===== src/rtl/cpu_mem_pkg.sv =====
// Size encodings shared between the pipeline, the store buffer and the data memory,
// plus the buffered-store entry type.
package cpu_mem_pkg;

  localparam logic [1:0] WcWord = 2'b00;
  localparam logic [1:0] WcHalf = 2'b01;
  localparam logic [1:0] WcByte = 2'b10;

  localparam logic [2:0] RcLb  = 3'b000;
  localparam logic [2:0] RcLbu = 3'b001;
  localparam logic [2:0] RcLh  = 3'b010;
  localparam logic [2:0] RcLhu = 3'b011;
  localparam logic [2:0] RcLw  = 3'b100;

  typedef struct packed {
    logic [31:0] addr;
    logic [31:0] data;
    logic [1:0]  size;
  } sb_entry_t;

  typedef enum logic [1:0] {
    ModeIdle,
    ModeLoad,
    ModeDrain
  } sb_mode_e;

  // 2'b11 is treated as a word store.
  function automatic logic [2:0] st_bytes(input logic [1:0] size);
    logic [2:0] n;
    case (size)
      WcHalf:  n = 3'd2;
      WcByte:  n = 3'd1;
      default: n = 3'd4;
    endcase
    return n;
  endfunction

  function automatic logic [2:0] ld_bytes(input logic [2:0] size);
    logic [2:0] n;
    case (size)
      RcLb, RcLbu: n = 3'd1;
      RcLh, RcLhu: n = 3'd2;
      default:     n = 3'd4;
    endcase
    return n;
  endfunction

endpackage


===== src/rtl/sb_overlap.sv =====
// Byte-range overlap test between one buffered store and the current load.
// Ranges are half-open and widened to 33 bits so an access crossing 2^32 never aliases low memory.
module sb_overlap
  import cpu_mem_pkg::*;
(
  input  logic        entry_valid_i,
  input  logic [31:0] entry_addr_i,
  input  logic [1:0]  entry_size_i,
  input  logic [31:0] ld_addr_i,
  input  logic [2:0]  ld_size_i,
  output logic        hit_o
);

  logic [32:0] st_lo, st_hi, ld_lo, ld_hi;

  assign st_lo = {1'b0, entry_addr_i};
  assign st_hi = st_lo + {30'b0, st_bytes(entry_size_i)};
  assign ld_lo = {1'b0, ld_addr_i};
  assign ld_hi = ld_lo + {30'b0, ld_bytes(ld_size_i)};

  assign hit_o = entry_valid_i && (ld_lo < st_hi) && (st_lo < ld_hi);

endmodule


===== src/rtl/store_buffer.sv =====
// FIFO store buffer between the MEM stage and a single-ported data memory.
// Loads take the port when they do not overlap a buffered store; otherwise the head store drains.
module store_buffer
  import cpu_mem_pkg::*;
#(
  parameter int unsigned DEPTH = 4
) (
  input  logic        clk,
  input  logic        reset,
  input  logic        st_valid,
  input  logic [31:0] st_addr,
  input  logic [31:0] st_data,
  input  logic [1:0]  st_size,
  output logic        st_ready,
  input  logic        ld_valid,
  input  logic [31:0] ld_addr,
  input  logic [2:0]  ld_size,
  output logic        ld_stall,
  output logic        mem_we,
  output logic [31:0] mem_a,
  output logic [31:0] mem_wd,
  output logic [1:0]  mem_writecontrol,
  output logic [2:0]  mem_readcontrol,
  output logic        empty
);

  localparam int unsigned PtrW = (DEPTH > 1) ? $clog2(DEPTH) : 1;
  localparam int unsigned CntW = $clog2(DEPTH + 1);

  sb_entry_t       entries_q [DEPTH];
  logic [PtrW-1:0] head_q, head_d, tail_q, tail_d;
  logic [CntW-1:0] count_q, count_d;

  logic             full, push, pop, conflict;
  logic [DEPTH-1:0] entry_valid, hit;
  sb_mode_e         mode;
  sb_entry_t        head_entry;

  assign full       = (count_q == CntW'(DEPTH));
  assign empty      = (count_q == '0);
  assign st_ready   = !full;
  assign head_entry = entries_q[head_q];

  // An entry is live when its distance from head is below the occupancy.
  for (genvar i = 0; i < DEPTH; i++) begin : g_ent
    logic [PtrW-1:0] off;
    assign off            = PtrW'(i) - head_q;
    assign entry_valid[i] = CntW'(off) < count_q;

    sb_overlap u_overlap (
      .entry_valid_i(entry_valid[i]),
      .entry_addr_i (entries_q[i].addr),
      .entry_size_i (entries_q[i].size),
      .ld_addr_i    (ld_addr),
      .ld_size_i    (ld_size),
      .hit_o        (hit[i])
    );
  end

  assign conflict = ld_valid && (|hit);
  assign ld_stall = ld_valid && (conflict || full);

  always_comb begin
    if (ld_valid && !conflict && !full) begin
      mode = ModeLoad;
    end else if (!empty) begin
      mode = ModeDrain;
    end else begin
      mode = ModeIdle;
    end
  end

  assign push = st_valid && st_ready;
  assign pop  = (mode == ModeDrain);

  always_comb begin
    head_d  = head_q;
    tail_d  = tail_q;
    count_d = count_q;
    if (pop) begin
      head_d = head_q + PtrW'(1);
    end
    if (push) begin
      tail_d = tail_q + PtrW'(1);
    end
    unique case ({push, pop})
      2'b10:   count_d = count_q + CntW'(1);
      2'b01:   count_d = count_q - CntW'(1);
      default: count_d = count_q;
    endcase
  end

  always_comb begin
    mem_we           = 1'b0;
    mem_a            = '0;
    mem_wd           = '0;
    mem_writecontrol = WcWord;
    mem_readcontrol  = RcLw;
    unique case (mode)
      ModeLoad: begin
        mem_a           = ld_addr;
        mem_readcontrol = ld_size;
      end
      ModeDrain: begin
        mem_we           = 1'b1;
        mem_a            = head_entry.addr;
        mem_wd           = head_entry.data;
        mem_writecontrol = head_entry.size;
      end
      default: ;
    endcase
  end

  always_ff @(posedge clk or posedge reset) begin
    if (reset) begin
      head_q  <= '0;
      tail_q  <= '0;
      count_q <= '0;
    end else begin
      head_q  <= head_d;
      tail_q  <= tail_d;
      count_q <= count_d;
    end
  end

  // Payload storage carries no reset; occupancy alone decides what is live.
  always_ff @(posedge clk) begin
    if (push) begin
      entries_q[tail_q] <= '{addr: st_addr, data: st_data, size: st_size};
    end
  end

endmodule


===== config.mk =====
export PLATFORM = sky130hd
export DESIGN_NAME = store_buffer
export DESIGN_NICKNAME = d
export VERILOG_FILES = /design/src/rtl/cpu_mem_pkg.sv /design/src/rtl/sb_overlap.sv /design/src/rtl/store_buffer.sv
export SDC_FILE = /design/constraint.sdc
export NUM_CORES = 1
export LEC_CHECK = 0
export CAP_MARGIN = 20
export CORE_MARGIN = 3
export CORE_UTILIZATION = 40
export DETAILED_ROUTE_END_ITERATION = 10
export GPL_TIMING_DRIVEN = 0
export MAX_ROUTING_LAYER = met4
export SKIP_LAST_GASP = 1
export SLEW_MARGIN = 20
export SYNTH_ARGS = -nofsm -noshare
export SYNTH_HDL_FRONTEND = slang
export SYNTH_HIERARCHICAL = 1
export SYNTH_SLANG_ARGS = --single-unit

===== constraint.sdc =====
create_clock -name clk -period 7.2 [get_ports clk]
set_input_delay 1.8 -clock clk [delete_from_list [all_inputs] [get_ports clk]]
set_output_delay 1.8 -clock clk [all_outputs]
set_load 0.02 [all_outputs]

# Yosys cells after proc, flatten, opt, wreduce, memory -nomap -nowiden
# Memory sizes are Yosys's and may differ from the RTL's.
# Index checks and enable logic that the tools add are counted.
# op_classes
eq_ne	16
n_reduce_logical	22
add_sub_neg	13
muxes	15
magnitude_cmp	12
# op_table
operator	n
32-bit by 33-bit less-than comparator with 1-bit output	8
32-bit by 3-bit adder with 33-bit output	5
32-bit case mux with 2 select lines	1
3-bit case mux with 2 select lines	6
32-bit two-way mux	1
1-bit logical AND	13
2-bit by 1-bit == test with 1-bit output, second input constant	6
2-bit == test, second input constant	6
2-bit by 3-bit less-than comparator with 1-bit output	4
3-bit by 2-bit == test with 1-bit output, second input constant	2
3-bit zero test	2
2-bit two-way mux	3
2-bit by 1-bit adder with 2-bit output, second input constant	2
2-bit OR reduction	2
4-bit OR reduction	1
1-bit by 2-bit subtractor with 2-bit output, first input constant	2
2-bit subtractor, first input constant	2
3-bit by 1-bit adder with 3-bit output, second input constant	1
3-bit by 1-bit == test with 1-bit output, second input constant	1
3-bit == test, second input constant	1
1-bit two-way mux	3
3-bit two-way mux	1
3-bit by 1-bit subtractor with 3-bit output, second input constant	1
1-bit zero test	2
2 further kinds	2
# totals
output_inout_bits	73
wordCells	82
memories	1
mem_bits_rw	264
inputBits	105
reg_bits	7
# memory_table
name	words	width	read_ports	rd_clocked_by_memory_dff	write_ports	line	source
entries_q	4	66	5	0	1	store_buffer.sv:30	sb_entry_t entries_q [DEPTH];

# Logic depth before layout (Yosys ltp)
# An unclocked memory read counts as a cell.
# depth
depth_word	16
depth_mapped	28

# By module
# The synthesis kept the hierarchy.
# by_module_without_submodules
module	area_each_um2	seq_area_each_um2	instances	cells_each
store_buffer	10652.7	8102.8	1	487
sb_overlap (g_ent[1].u_overlap ...)	2623.8	0.0	2	352
sb_overlap (g_ent[0].u_overlap)	2702.6	0.0	1	352
sb_overlap (g_ent[2].u_overlap)	2673.8	0.0	1	348

# Worst setup path before layout
# No wires, ideal clock.
# synth_timing
path_type	input to output
start	in ld_size[2]
end	out mem_wd[23]
arrival_ns	6.011
setup_slack_ns	-0.611
cell_stages	23
cell_sequence	nand2b_1 -> inv_1 -> ha_1 -> a21o_1 -> a21oi_1 -> or3b_1 -> buf_2 -> or3_1 -> buf_6 -> nor3_2 -> xnor2_1 -> ha_1 -> a21o_1 -> a21o_1 -> a21oi_1 -> o21ai_0 -> a2111oi_0 -> o32a_1 -> nor4_1 -> a21oi_1 -> buf_2 -> buf_2 -> and2_1
# synth_via
elab_chain_cells	14
elab_cells_between_ends	24
# synth_rtl
element	line	source
from (decl)	store_buffer.sv:17	input logic [2:0] ld_size,
3-bit by 2-bit == test with 1-bit output (tied with other cells)	cpu_mem_pkg.sv:40	case (size)
2-bit OR reduction	cpu_mem_pkg.sv:40	
3-bit case mux with 2 select lines (*)	cpu_mem_pkg.sv:40	
32-bit by 3-bit adder with 33-bit output (*)	sb_overlap.sv:19	assign ld_hi = ld_lo + {30'b0, ld_bytes(ld_size_i)};
32-bit by 33-bit less-than comparator with 1-bit output (*)	sb_overlap.sv:21	assign hit_o = entry_valid_i && (ld_lo < st_hi) && (st_lo < ld_hi);
1-bit logical AND (*)	sb_overlap.sv:21	
via hit[1]	store_buffer.sv:35	logic [DEPTH-1:0] entry_valid, hit;
4-bit OR reduction (*)	store_buffer.sv:60	assign conflict = ld_valid && (|hit);
1-bit logical AND (*)	store_buffer.sv:60	
1-bit zero test (*)	store_buffer.sv:64	if (ld_valid && !conflict && !full) begin
1-bit logical AND (*) (2 in series)	store_buffer.sv:64	
2-bit two-way mux (*)	store_buffer.sv:64	
2-bit == test (*)	store_buffer.sv:99	unique case (mode)
32-bit two-way mux (*)	store_buffer.sv:99	
to (decl)	store_buffer.sv:21	output logic [31:0] mem_wd,
# Mark *: on every way through the listed nets, which the timed path passes. The rest lies on a longest branch.

# Worst setup path in the final report
# layout_timing
start	in ld_size[1]
end	out mem_a[21]
# layout_via
elab_chain_cells	14
elab_cells_between_ends	25
# layout_rtl
element	line	source
3-bit by 2-bit == test with 1-bit output (tied with other cells)	cpu_mem_pkg.sv:40	
2-bit OR reduction	cpu_mem_pkg.sv:40	
3-bit case mux with 2 select lines (*)	cpu_mem_pkg.sv:40	
32-bit by 3-bit adder with 33-bit output (*)	sb_overlap.sv:19	
32-bit by 33-bit less-than comparator with 1-bit output (*)	sb_overlap.sv:21	
1-bit logical AND (*)	sb_overlap.sv:21	
via hit[0]	store_buffer.sv:35	
4-bit OR reduction (*)	store_buffer.sv:60	
1-bit logical AND (*)	store_buffer.sv:60	
1-bit zero test (*)	store_buffer.sv:64	
1-bit logical AND (*) (2 in series)	store_buffer.sv:64	
2-bit two-way mux (*)	store_buffer.sv:64	
2-bit == test / 2-bit by 1-bit == test with 1-bit output (equally long branches)	store_buffer.sv:99	
32-bit case mux with 2 select lines (*)	store_buffer.sv:99	
to (decl)	store_buffer.sv:20	output logic [31:0] mem_a,
# Marked as above.

==> flow_metrics.py <==
metrics = {
    "outcome": {
        "status": "finished with violations",
        "violations": "setup timing",
    },
    "synthesis": {
        "synth_seq_cells": 271,
        "ys_seq_area_frac": 0.381,
        "syn_area_sq_mm": 0.0213,
        "ys_top_cells_by_area": "edfxtp_1, ha_1, mux4_2",
        "synth.distinct_cells": 71,
        "ys_async_sr_fraction": 0.0258,
        "syn_nets": 2294,
        "synth_edf_count": 264,
        "yosysTopAreaCell": "edfxtp_1",
        "netlist_instances": 1891,
        "avgSynthCellArea_sq_um": 11.3,
        "synthFlopType": "edfxtp_1",
        "yosysWarnings": 6,
        "synth.top_cell.area_share": 0.373,
    },
    "floorplanning": {
        "pin_count": 178,
        "fp.dieArea_sq_mm": 0.0560,
        "die-height_um": 237,
        "initial_core_util": 0.410,
        "rows": 83,
        "core-area_sq_mm": 0.0519,
        "dieWidth_um": 237,
    },
    "critical_path": {
        "end_kind": "output pin",
        "crit_buf_inv": 8,
        "r2r-start": "entries_q[1][1]$_DFFE_PP_",
        "cp.required_ns": 5.40,
        "crit_top_cell": "buf_12",
        "start_kind": "input port",
        "r2r_slack_ns": 0.51,
        "path_delay_family": "compound AO/OA/AOI/OAI gates",
        "crit_fanout": 5,
        "timing_worst_setup_path_type": "input port to output pin",
        "r2r_cells": 28,
        "cp.arrival_ns": 6.68,
        "max_stage_delay_ns": 0.40,
        "cp_slowest_cell": "a2111o_1",
        "critPathLaunch": "ld_size[1]",
        "worstReg2RegEnd": "count_q[2]$_DFFE_PP0P_",
    },
    "clocking": {
        "hold_buffers": 0,
        "cts_tree": "done",
        "cts_max_level": 1,
        "cts_made_buffers": 27,
        "clk_latency_ns": 0.59,
        "clkSinkCount": 271,
        "root_buffer": "clkbuf_16",
        "cts_buffer_depth": 3,
        "clk_pin_slew_ns": 0.07,
    },
    "cells_and_area": {
        "diodes": 0,
        "fin_cells": 2850,
        "final_cell_area_sq_mm": 0.0266,
        "drive_above_1_share": 0.210,
        "nets": 2552,
        "post-route-util": 0.512,
        "area_growth_pct": 25.0,
    },
    "route": {
        "dr_total_vias": 16494,
        "dr.first_iter.drc_count": 1108,
        "routed_wl_um": 65600,
        "drc_errors": 0,
        "ant_nets": 0,
        "routedWlPerCell_um": 23.0,
        "first_pass_iters": 5,
        "vias_per_cell": 5.79,
    },
    "power_and_ir_drop": {
        "power.internal_mw": 5.59,
        "power.total_mw": 9.03,
        "p_seq_frac": 0.263,
        "power_density_mw_per_mm2": 340,
        "p_switching_mw": 3.45,
        "p_leak_nw": 10.2,
        "irDropWorstVdd_v": 0.000241,
        "pwr-share-comb": 0.553,
        "swShare": 0.382,
        "p_clk_frac": 0.184,
    },
    "sta": {
        "setup_viol": 71,
        "final-max-slew-violation-count": 0,
        "final-hold-violation-count": 0,
        "hold_ws_ns": 0.555,
        "period_minus_slack_ns": 8.48,
        "tightest_slew_ns": 1.07,
        "fin_tns_setup_ns": -84.77,
        "timing.fmax_ghz": 0.118,
        "rsz0062_at_grt": "true",
        "period_share": 1.18,
        "maxSlewHeadroom": 0.284,
        "skew_ns": 0.0259,
        "setup_slack_ns": -1.28,
    },
    "min_path": {
        "hold_depth": 1,
        "min_path_type": "flop to flop",
        "min_to": "tail_q[0]$_DFFE_PP0P_",
        "hp-start": "tail_q[0]$_DFFE_PP0P_",
    },
    "global_route": {
        "use_met2": 0.408,
        "grt_busiest_layer": "met2",
        "overflow": 0,
        "grt_first_pass_wirelength_um": 98500,
        "grt_max_degree": 38,
        "met1_usage": 0.296,
        "grt_pass1_vias": 16842,
        "antenna_found_initial": 0,
        "gr-usage-all-layers": 0.235,
        "use_met3": 0.0229,
    },
    "place": {
        "dp_hpwl_um": 49100,
        "dp_cells": 2752,
        "placed_cell_area_sq_mm": 0.0243,
        "io_buffers": 177,
        "place_ws_ns": -4.10,
        "place.gp.congestion": 0.893,
    },
    "run": {
        "drv_cap": 0,
    },
}
==> registers in the layout (all words and copies together), names as in the netlist <==
register   flops
entries_q    264
tail_q         2
count_q        3
head_q         2
==> cells in the final DEF (no fill, tap or decap), types with 39 or more instances in the layout <==
cell type        Yosys  final
ha_1               289    285
xor2_1             126    126
buf_4                0     39
mux4_2              66     66
edfxtp_1           264    264
nand2_1            118    118
o21ai_0             55     46
inv_1               58     55
a21oi_1            112    106
buf_6                8     66
clkdlybuf4s50_1      0     77
xnor2_1            121    121
nand3_1            100     97
nor2_1             102     97
nand4_1             63     63
==> power by group through the flow <==
| stage | Sequential (mW) | Clock (mW) | Combinational (mW) |
|---|---|---|---|
| after global routing | 2.41 | 1.74 | 5.37 |
| final | 2.38 | 1.66 | 5.00 |
| after floorplan | 2.30 | 0 | 2.68 |
| after global placement | 2.44 | 0 | 4.26 |
| after CTS | 2.37 | 1.70 | 5.02 |
| after detailed placement | 2.40 | 0 | 4.36 |
==> metal layers <==
layer | routed length, um | share of wire | vias up
li1 | - | - | 7722
met2 | 32900 | 0.50 | 438
met4 | 1790 | 0.027 | 0
met3 | 3290 | 0.050 | 93
met1 | 27700 | 0.42 | 8241
met5 | 0 | 0 | -
==> synthesized netlist by cell type (19+ instances only) <==
cell type	number
and3_1	37
edfxtp_1	264
xor2_1	126
o21ai_0	55
xnor2_1	121
a21oi_1	112
and2_1	43
and4_1	20
ha_1	289
a21o_1	36
nand2b_1	19
a22o_1	32
nand2_1	118
nand4_1	63
nor2_1	102
nor3_1	21
inv_1	58
nand3_1	100
mux4_2	66
nor2b_1	27
==> kinds of logic after synthesis <==
kind of cell	count (synthesis)	synth area share
xor gates and xnor gates	247	0.102
and+or+nand+nor	620	0.161
muxes	68	0.0709
buffers and inverters	97	0.0208
DFF	271	0.381
adders and majority gates	298	0.178
AOI/OAI and AO/OA	290	0.0863
==> layout make-up <==
class | instances | area, sq um
Clock buffer | 29 | 683
Buffer | 38 | 363
Clock inverter | 21 | 363
Multi-Input combinational cell | 1523 | 13500
Fill cell | 4505 | 25300
Tap cell | 680 | 851
Inverter | 58 | 218
Timing Repair Buffer | 230 | 2520
Sequential cell | 271 | 8100
==> worst reg2reg max path: cells and delay by family (launching register included) <==
family | cells | cell delay (ns)
compound gates | 6 | 1.30
xor+xnor | 3 | 0.46
fa+ha+maj | 5 | 1.53
buf+inv | 6 | 0.71
flops | 1 | 0.49
simple gates | 8 | 2.11
==> repair_timing <==
item | CTS | global route
gates resized for setup | 648 | 24
gates cloned | 9 | 0
setup buffers | 28 | 13
pin swaps | 52 | 16
endpoints found under the setup margin | 76 | 71
==> worst max-delay path by stage <==
| stage | to | slack, ns | depth (start not counted) |
|---|---|---|---|
| floorplan | mem_a[0] | -0.37 | 22 |
| global placement | mem_a[21] | -4.01 | 21 |
| detailed placement | mem_a[21] | -4.10 | 21 |
| CTS | mem_a[0] | -1.29 | 26 |
| global route | mem_a[19] | -1.46 | 27 |
| finish | mem_a[21] | -1.28 | 27 |
Note: power is estimated with default switching activity, not from simulation.
